File: config.mk
export PLATFORM = sky130hd
export DESIGN_NAME = serial_subtractor_flat
export DESIGN_NICKNAME = d
export VERILOG_FILES = /design/src/rtl/serial_subtractor_pkg.sv /design/src/rtl/serial_subtractor_if.sv /design/src/rtl/serial_subtractor_full_subtractor_1.sv /design/src/rtl/serial_subtractor.sv /design/src/flat_wrapper.sv
export SDC_FILE = /design/constraint.sdc
export NUM_CORES = 1
export LEC_CHECK = 0
export ABC_CLOCK_PERIOD_IN_PS = 1450
export BUFFER_PORTS_ARGS = -buffer_cell sky130_fd_sc_hd__buf_4
export CAP_MARGIN = 20
export CORE_AREA = 2 2 48 50
export DETAILED_ROUTE_END_ITERATION = 10
export DIE_AREA = 0 0 50 52
export PLACE_DENSITY = 0.74
export SLEW_MARGIN = 10
export SYNTH_ARGS = -nofsm -noshare
export SYNTH_HDL_FRONTEND = slang
export SYNTH_HIERARCHICAL = 1
export SYNTH_SLANG_ARGS = --single-unit
export TNS_END_PERCENT = 20
File: constraint.sdc
create_clock -name clk -period 1.45 [get_ports clk]
set_input_delay 0.0725 -clock clk [delete_from_list [all_inputs] [get_ports clk]]
set_output_delay 0.0725 -clock clk [all_outputs]
set_load 0.05 [all_outputs]
File: src/rtl/serial_subtractor_pkg.sv
// Shared definitions for the bit-serial subtractor: state encoding and default width.
package sub_pkg;

  localparam int unsigned DEFAULT_WIDTH = 4;

  typedef enum logic [1:0] {
    ST_IDLE  = 2'd0,
    ST_SHIFT = 2'd1,
    ST_DONE  = 2'd2
  } state_t;

endpackage

File: src/rtl/serial_subtractor_if.sv
// Transaction bundle of the serial subtractor: start/operands in, busy/done/result out.
interface serial_subtractor_if #(
  parameter int unsigned WIDTH = sub_pkg::DEFAULT_WIDTH
);

  logic             start_in;
  logic [WIDTH-1:0] a_in;
  logic [WIDTH-1:0] b_in;
  logic             bo_in;
  logic             busy_out;
  logic             done_out;
  logic [WIDTH-1:0] diff_out;
  logic             borrow_out;

  modport master (
    output start_in, a_in, b_in, bo_in,
    input  busy_out, done_out, diff_out, borrow_out
  );

  modport slave (
    input  start_in, a_in, b_in, bo_in,
    output busy_out, done_out, diff_out, borrow_out
  );

endinterface

File: src/rtl/serial_subtractor_full_subtractor_1.sv
// One-bit full subtractor cell: diff = a ^ b ^ bo, borrow out of a - b - bo.
module full_subtractor_1 (
  input  logic a_in,
  input  logic b_in,
  input  logic bo_in,
  output logic diff_out,
  output logic borrow_out
);

  logic w_axb;

  assign w_axb      = a_in ^ b_in;
  assign diff_out   = w_axb ^ bo_in;
  assign borrow_out = (~a_in & b_in) | (~w_axb & bo_in);

endmodule

File: src/rtl/serial_subtractor.sv
// Bit-serial subtractor, LSB first: diff = (a - b - bo) mod 2^WIDTH in WIDTH shift cycles.
module serial_subtractor
  import sub_pkg::*;
#(
  parameter int unsigned WIDTH = DEFAULT_WIDTH
) (
  input  logic               clk,
  input  logic               rst_n,
  serial_subtractor_if.slave bus
);

  localparam int unsigned CW = $clog2(WIDTH);

  state_t           r_state;
  logic [CW-1:0]    r_cnt;
  logic [WIDTH-1:0] r_a;
  logic [WIDTH-1:0] r_b;
  logic [WIDTH-1:0] r_res;
  logic             r_br;
  logic             r_busy;
  logic             r_done;
  logic [WIDTH-1:0] r_diff;
  logic             r_borrow;

  logic             w_d;
  logic             w_bo;

  full_subtractor_1 u_cell (
    .a_in       (r_a[0]),
    .b_in       (r_b[0]),
    .bo_in      (r_br),
    .diff_out   (w_d),
    .borrow_out (w_bo)
  );

  // FSM, datapath shift registers and registered outputs
  always_ff @(posedge clk or negedge rst_n) begin
    if (!rst_n) begin
      r_state  <= ST_IDLE;
      r_cnt    <= '0;
      r_a      <= '0;
      r_b      <= '0;
      r_res    <= '0;
      r_br     <= 1'b0;
      r_busy   <= 1'b0;
      r_done   <= 1'b0;
      r_diff   <= '0;
      r_borrow <= 1'b0;
    end else begin
      case (r_state)
        ST_IDLE: begin
          r_done <= 1'b0;
          if (bus.start_in) begin
            r_a     <= bus.a_in;
            r_b     <= bus.b_in;
            r_br    <= bus.bo_in;
            r_cnt   <= '0;
            r_busy  <= 1'b1;
            r_state <= ST_SHIFT;
          end
        end
        ST_SHIFT: begin
          r_a   <= r_a >> 1;
          r_b   <= r_b >> 1;
          r_br  <= w_bo;
          r_res <= {w_d, r_res[WIDTH-1:1]};
          if (r_cnt == CW'(WIDTH - 1)) begin
            // last bit: publish the completed word together with the final borrow
            r_diff   <= {w_d, r_res[WIDTH-1:1]};
            r_borrow <= w_bo;
            r_busy   <= 1'b0;
            r_done   <= 1'b1;
            r_state  <= ST_DONE;
          end else begin
            r_cnt <= r_cnt + CW'(1);
          end
        end
        ST_DONE: begin
          r_done  <= 1'b0;
          r_state <= ST_IDLE;
        end
        default: begin
          r_busy  <= 1'b0;
          r_done  <= 1'b0;
          r_state <= ST_IDLE;
        end
      endcase
    end
  end

  assign bus.busy_out   = r_busy;
  assign bus.done_out   = r_done;
  assign bus.diff_out   = r_diff;
  assign bus.borrow_out = r_borrow;

endmodule

File: src/flat_wrapper.sv
// flat-port wrapper written by rule: the top's interface ports become plain ports
module serial_subtractor_flat import sub_pkg::*;
#(
  parameter int unsigned WIDTH = DEFAULT_WIDTH
)
  (clk, rst_n, bus_start_in, bus_a_in, bus_b_in, bus_bo_in, bus_busy_out, bus_done_out, bus_diff_out, bus_borrow_out);
  serial_subtractor_if #(.WIDTH(WIDTH)) bus_i ();
  input  logic clk;
  input  logic rst_n;
  input wire logic [$bits(bus_i.start_in)-1:0] bus_start_in;
  input wire logic [$bits(bus_i.a_in)-1:0] bus_a_in;
  input wire logic [$bits(bus_i.b_in)-1:0] bus_b_in;
  input wire logic [$bits(bus_i.bo_in)-1:0] bus_bo_in;
  output wire logic [$bits(bus_i.busy_out)-1:0] bus_busy_out;
  output wire logic [$bits(bus_i.done_out)-1:0] bus_done_out;
  output wire logic [$bits(bus_i.diff_out)-1:0] bus_diff_out;
  output wire logic [$bits(bus_i.borrow_out)-1:0] bus_borrow_out;
  assign bus_i.start_in = bus_start_in;
  assign bus_i.a_in = bus_a_in;
  assign bus_i.b_in = bus_b_in;
  assign bus_i.bo_in = bus_bo_in;
  assign bus_busy_out = bus_i.busy_out;
  assign bus_done_out = bus_i.done_out;
  assign bus_diff_out = bus_i.diff_out;
  assign bus_borrow_out = bus_i.borrow_out;
  serial_subtractor #(.WIDTH(WIDTH)) u_core (.clk(clk), .rst_n(rst_n), .bus(bus_i));
endmodule
Word level (Yosys, flattened, before mapping)
Cells that the tools add are included.

storage, ports and cells
  bits in registers = 24
  output and inout port bits = 7
  memories kept = 0
  bits in writable memories = 0
  bits in latches = 0
  logic and storage cells = 49
  bits in read-only memories = 0

cells by class
  mux-type cells = 17
  equality and inequality tests = 6
  bitwise operators = 8
  shift-type cells = 0
  magnitude comparators = 0
  reductions and logical operators = 7
  divide/modulo/power cells = 0
  multipliers = 0
  add/sub/neg operators = 1

operator list
  kind                                                                      number
  4-bit case mux with 2 select lines                                        2
  2-bit 2-to-1 mux                                                          4
  4-bit 2-to-1 mux                                                          2
  2-bit case mux with 2 select lines                                        2
  2-bit AND reduction                                                       3
  3-bit AND reduction                                                       2
  1-bit 2-to-1 mux                                                          5
  2-bit == test (second input constant)                                     2
  2-bit inequality test (second input constant)                             2
  1-bit NOT                                                                 3
  1-bit case mux with 3 select lines                                        1
  2-bit by 1-bit adder with 2-bit output (second input constant)            1
  1-bit bitwise AND                                                         2
  2-bit by 1-bit == test with 1-bit output (second input constant)          1
  2-bit logical NOT                                                         1
  2-bit by 1-bit inequality test with 1-bit output (second input constant)  1
  1-bit case mux with 2 select lines                                        1
  2-bit nonzero test                                                        1
  1-bit XOR                                                                 2
  1-bit bitwise OR                                                          1

Depth between registers and ports, before layout
  depth after elaboration = 5
  gate-level depth with buffers = 5
  mapped depth without buffers = 5

By module
The synthesis kept the hierarchy.

by module, submodules not included
  module             times used  area an instance (µm²)  cells each
  serial_subtractor  1           975.9                   95
  full_subtractor_1  1           31.3                    4

Least setup slack after synthesis
No wires, ideal clock.

  kind = register -> register
  start = reg u_core.r_a[0]
  end = reg u_core.r_diff[3], in the netlist u_core/bus.diff_out[3]
  arrival time = 1.144 ns
  buffers on the path = 0
  cell stages (with the launch flop) = 3
  required time = 1.322 ns
  path slack = 0.178 ns
  library setup time = 0.128 ns
  path through = dfrtp_1 fa_1 mux2_1

between the ends
  cells in the longest elaborated chain, start to end = 2

ends and longest elaborated chain
  element                 line                                       text
  start, declared         serial_subtractor.sv:16                    logic [WIDTH-1:0] r_a;
  start signal, assigned  serial_subtractor.sv:54                    r_a <= bus.a_in;
  start signal, assigned  serial_subtractor.sv:63                    r_a <= r_a >> 1;
  1-bit XOR               serial_subtractor_full_subtractor_1.sv:12  assign w_axb = a_in ^ b_in;
  1-bit XOR               serial_subtractor_full_subtractor_1.sv:13  assign diff_out = w_axb ^ bo_in;
  net u_core.w_d          serial_subtractor.sv:25                    logic w_d;
  end signal, assigned    serial_subtractor.sv:69                    r_diff <= {w_d, r_res[WIDTH-1:1]};
  end, declared           serial_subtractor.sv:22                    logic [WIDTH-1:0] r_diff;

The timed path passes the listed nets, and every way through them passes these cells.
A chain may end at the register's enable or synchronous reset.

Final worst setup path
  start = reg u_core.r_cnt[0]
  end = reg u_core.r_diff[3], in the netlist u_core/bus.diff_out[3]

between the ends
  cells in the longest elaborated chain, start to end = 2

ends and longest elaborated chain
  element                        line                     text
  start, declared                serial_subtractor.sv:15  logic [CW-1:0] r_cnt;
  start signal, assigned         serial_subtractor.sv:75  r_cnt <= r_cnt + CW'(1);
  2-bit == test                  serial_subtractor.sv:67  if (r_cnt == CW'(WIDTH - 1)) begin
  2-bit AND reduction (no line)  -

Every way passes these cells.

==> impl_metrics.tcl <==
set metrics [dict create \
    cp.required_ns 1.66 \
    ios 19 \
    reg2reg_from "u_core/r_cnt[0]" \
    status "completed" \
    maxCapViolCount 0 \
    grt_pass1_vias 699 \
    grt_usage 0.166 \
    clock_latency_ns 0.31 \
    worstPathMaxFanout 7 \
    nets 134 \
    avgSynthCellArea_um2 10.2 \
    pwr_density_cell_nw_per_um2 2290 \
    cts_setup_buffers 0 \
    min_period_ns 1.33 \
    synth.top_cell.area_share 0.571 \
    cp_slowest_cell "dfrtp_1" \
    hold_viol 0 \
    synth_common_cells "dfrtp_1, nand2_1, o22ai_1" \
    setup_tns_ns 0 \
    via_per_inst 5.46 \
    cts_buffer_depth 2 \
    yosysUniqueCellTypes 18 \
    yosys.area.top_type "dfrtp_1" \
    post_cts_resize_count 0 \
    place_area_um2 1170 \
    yosysWarnings 6 \
    cts-htree-levels 1 \
    postRouteAntennaNets 0 \
    hold_path.class "in2reg" \
    synth_nets 113 \
    yosys-top-cells-area "dfrtp_1, o22ai_1, mux2_1" \
    dpl_worst_slack_ns 0.126 \
    antennaDiodeCount 0 \
    drtPass1Iterations 4 \
    netlist_area_um2 1010 \
    num_rows 17 \
    worst_pin_slew_ns 0.443 \
    crit_arrival_ns 1.54 \
    ys_seq_area_frac 0.571 \
    die_width_um 50 \
    ys.flop_type "dfrtp_1" \
    drive_above_1_share 0.210 \
    cts_tree "yes" \
    fp.dieH_um 52 \
    first_iter_violations 15 \
    dieArea_um2 2600 \
    cp-start-kind "flip-flop" \
    fmax_ghz 0.749 \
    rsz0062_at_grt "no" \
    synth_cells 99 \
    antenna_found_initial 0 \
    start_util 0.478 \
    gp_congestion 0.752 \
    period_share 0.921 \
    grt_overflow 0 \
    via_count 802 \
    grt_pass1_wl_mm 3.22 \
    dp_hpwl_mm 1.34 \
    fin_skew_ns 0.00183 \
    synthArstFlopShare 1.00 \
    slowest_delay_ns 0.42 \
    route.detailed.drc 0 \
    crit_buf_inv 0 \
    cts.sinks 23 \
    min-delay-start "bus_a_in[3]" \
    hold_slack_ns 0.00721 \
    wl_mm 1.91 \
    portBuffers 18 \
    synthToLayoutAreaGrowth_pct 19.8 \
    cp_top_family "flip-flops" \
    ys_ff_latch 23 \
    end_kind "flip-flop" \
    core_um2 2110 \
    grt_max_degree 24 \
    vdd_drop_max_mv 1.14 \
    cts_buffers 3 \
    p_leak_nw 0.576 \
    routedWlPerCell_um 13.0 \
    crit_path_start "u_core/r_cnt[0]" \
    finalWorstSetupSlack_ns 0.115 \
    finalMaxSlewViolations 0 \
    cts_root_buffer "clkbuf_4" \
    cts.clk_slew.worst_paths_ns 0.12 \
    crit_type "reg2reg" \
    synth-edff-count 0 \
    slew_headroom 0.705 \
    synth_most_common_cell "dfrtp_1" \
    path_cells "ha_1 -> nand2_2 -> mux2_1" \
    finalSetupViolations 0 \
    r2r_setup_slack_ns 0.12 \
    design_area_um2 1210 \
]
## flip-flops by register name, indices dropped and copies added, names as in the netlist
signal	count
u_core/r_br	1
u_core/bus.borrow_out	1
u_core/bus.done_out	1
u_core/r_a	4
u_core/bus.diff_out	4
u_core/r_res	3
u_core/bus.busy_out	1
u_core/r_cnt	2
u_core/r_b	4
u_core/r_state	2
## cells in the final DEF (no fill, tap or decap), drive strengths merged
| cell | instances |
|---|---|
| nand2 | 15 |
| buf | 20 |
| dfrtp | 23 |
| nor2b | 1 |
| nor3 | 1 |
| nor2 | 4 |
| and2b | 1 |
| ha | 1 |
| mux2 | 5 |
| nand2b | 3 |
| dlygate4sd3 | 1 |
| o22ai | 14 |
| o21ai | 9 |
| inv | 6 |
| a21oi | 9 |
| a22oi | 1 |
| fa | 1 |
| clkbuf | 4 |
## area by class of cell
class | instances | area [µm²]
fill | 198 | 900
sequential | 23 | 576
multi-input combinational | 65 | 387
timing repair buffer | 21 | 160
tap | 28 | 35.0
clock buffer | 4 | 26.3
inverter | 6 | 22.5
## what timing repair did
action / in CTS / in global routing
endpoints found under the hold margin: 23 / 0
hold buffers: 1 / 0
endpoints found under the setup margin: 0 / 0
## metrics by stage
step / total power, mW / std cells / utilization
after floorplan: 2.11 / 99 / -
after global placement: 2.43 / 142 / 0.556
after detailed placement: 2.49 / 142 / 0.556
after CTS: 2.78 / 147 / 0.573
after global routing: 2.98 / 147 / 0.573
final: 2.77 / 147 / 0.573
## worst reg2reg max path: cells and delay by family (launching register included)
family / cells / cell delay, ns
flip-flops: 1 / 0.42
multiplexers: 1 / 0.34
adder cells (fa/ha/maj): 1 / 0.30
AND/OR/NAND/NOR: 1 / 0.17
## routing by layer
metal,track usage,part of all wire
met1,0.225,0.46
met2,0.259,0.48
met3,0.0259,0.050
met4,0.0833,0.015
met5,0,0
## where the power goes
part / switching [mW] / total, mW / internal, mW
clock: 0.188 / 0.295 / 0.108
sequential: 0.194 / 1.13 / 0.936
combinational: 0.841 / 1.34 / 0.500
total: 1.22 / 2.77 / 1.54
## final timing paths
path,end,cells after the start
max reg2reg,u_core/bus.diff_out[3],3
max,u_core/bus.diff_out[3],3
min,u_core/r_a[3],3
max in group asynchronous,u_core/bus.busy_out,2
min reg2reg,u_core/r_res[1],2
min in group asynchronous,u_core/r_state[1],2
## logic make-up (layout without fill, tap and decap cells)
kind of cell,after synthesis,count (layout),synth area share
AO/OA/AOI/OAI,33,33,0.184
AND/OR/NAND/NOR,25,25,0.112
flip-flops,23,23,0.571
buffers and inverters,11,31,0.0447
multiplexers,5,5,0.0559
adder cells (fa/ha/maj),2,2,0.0323
Note: power is estimated with default switching activity, not from simulation.
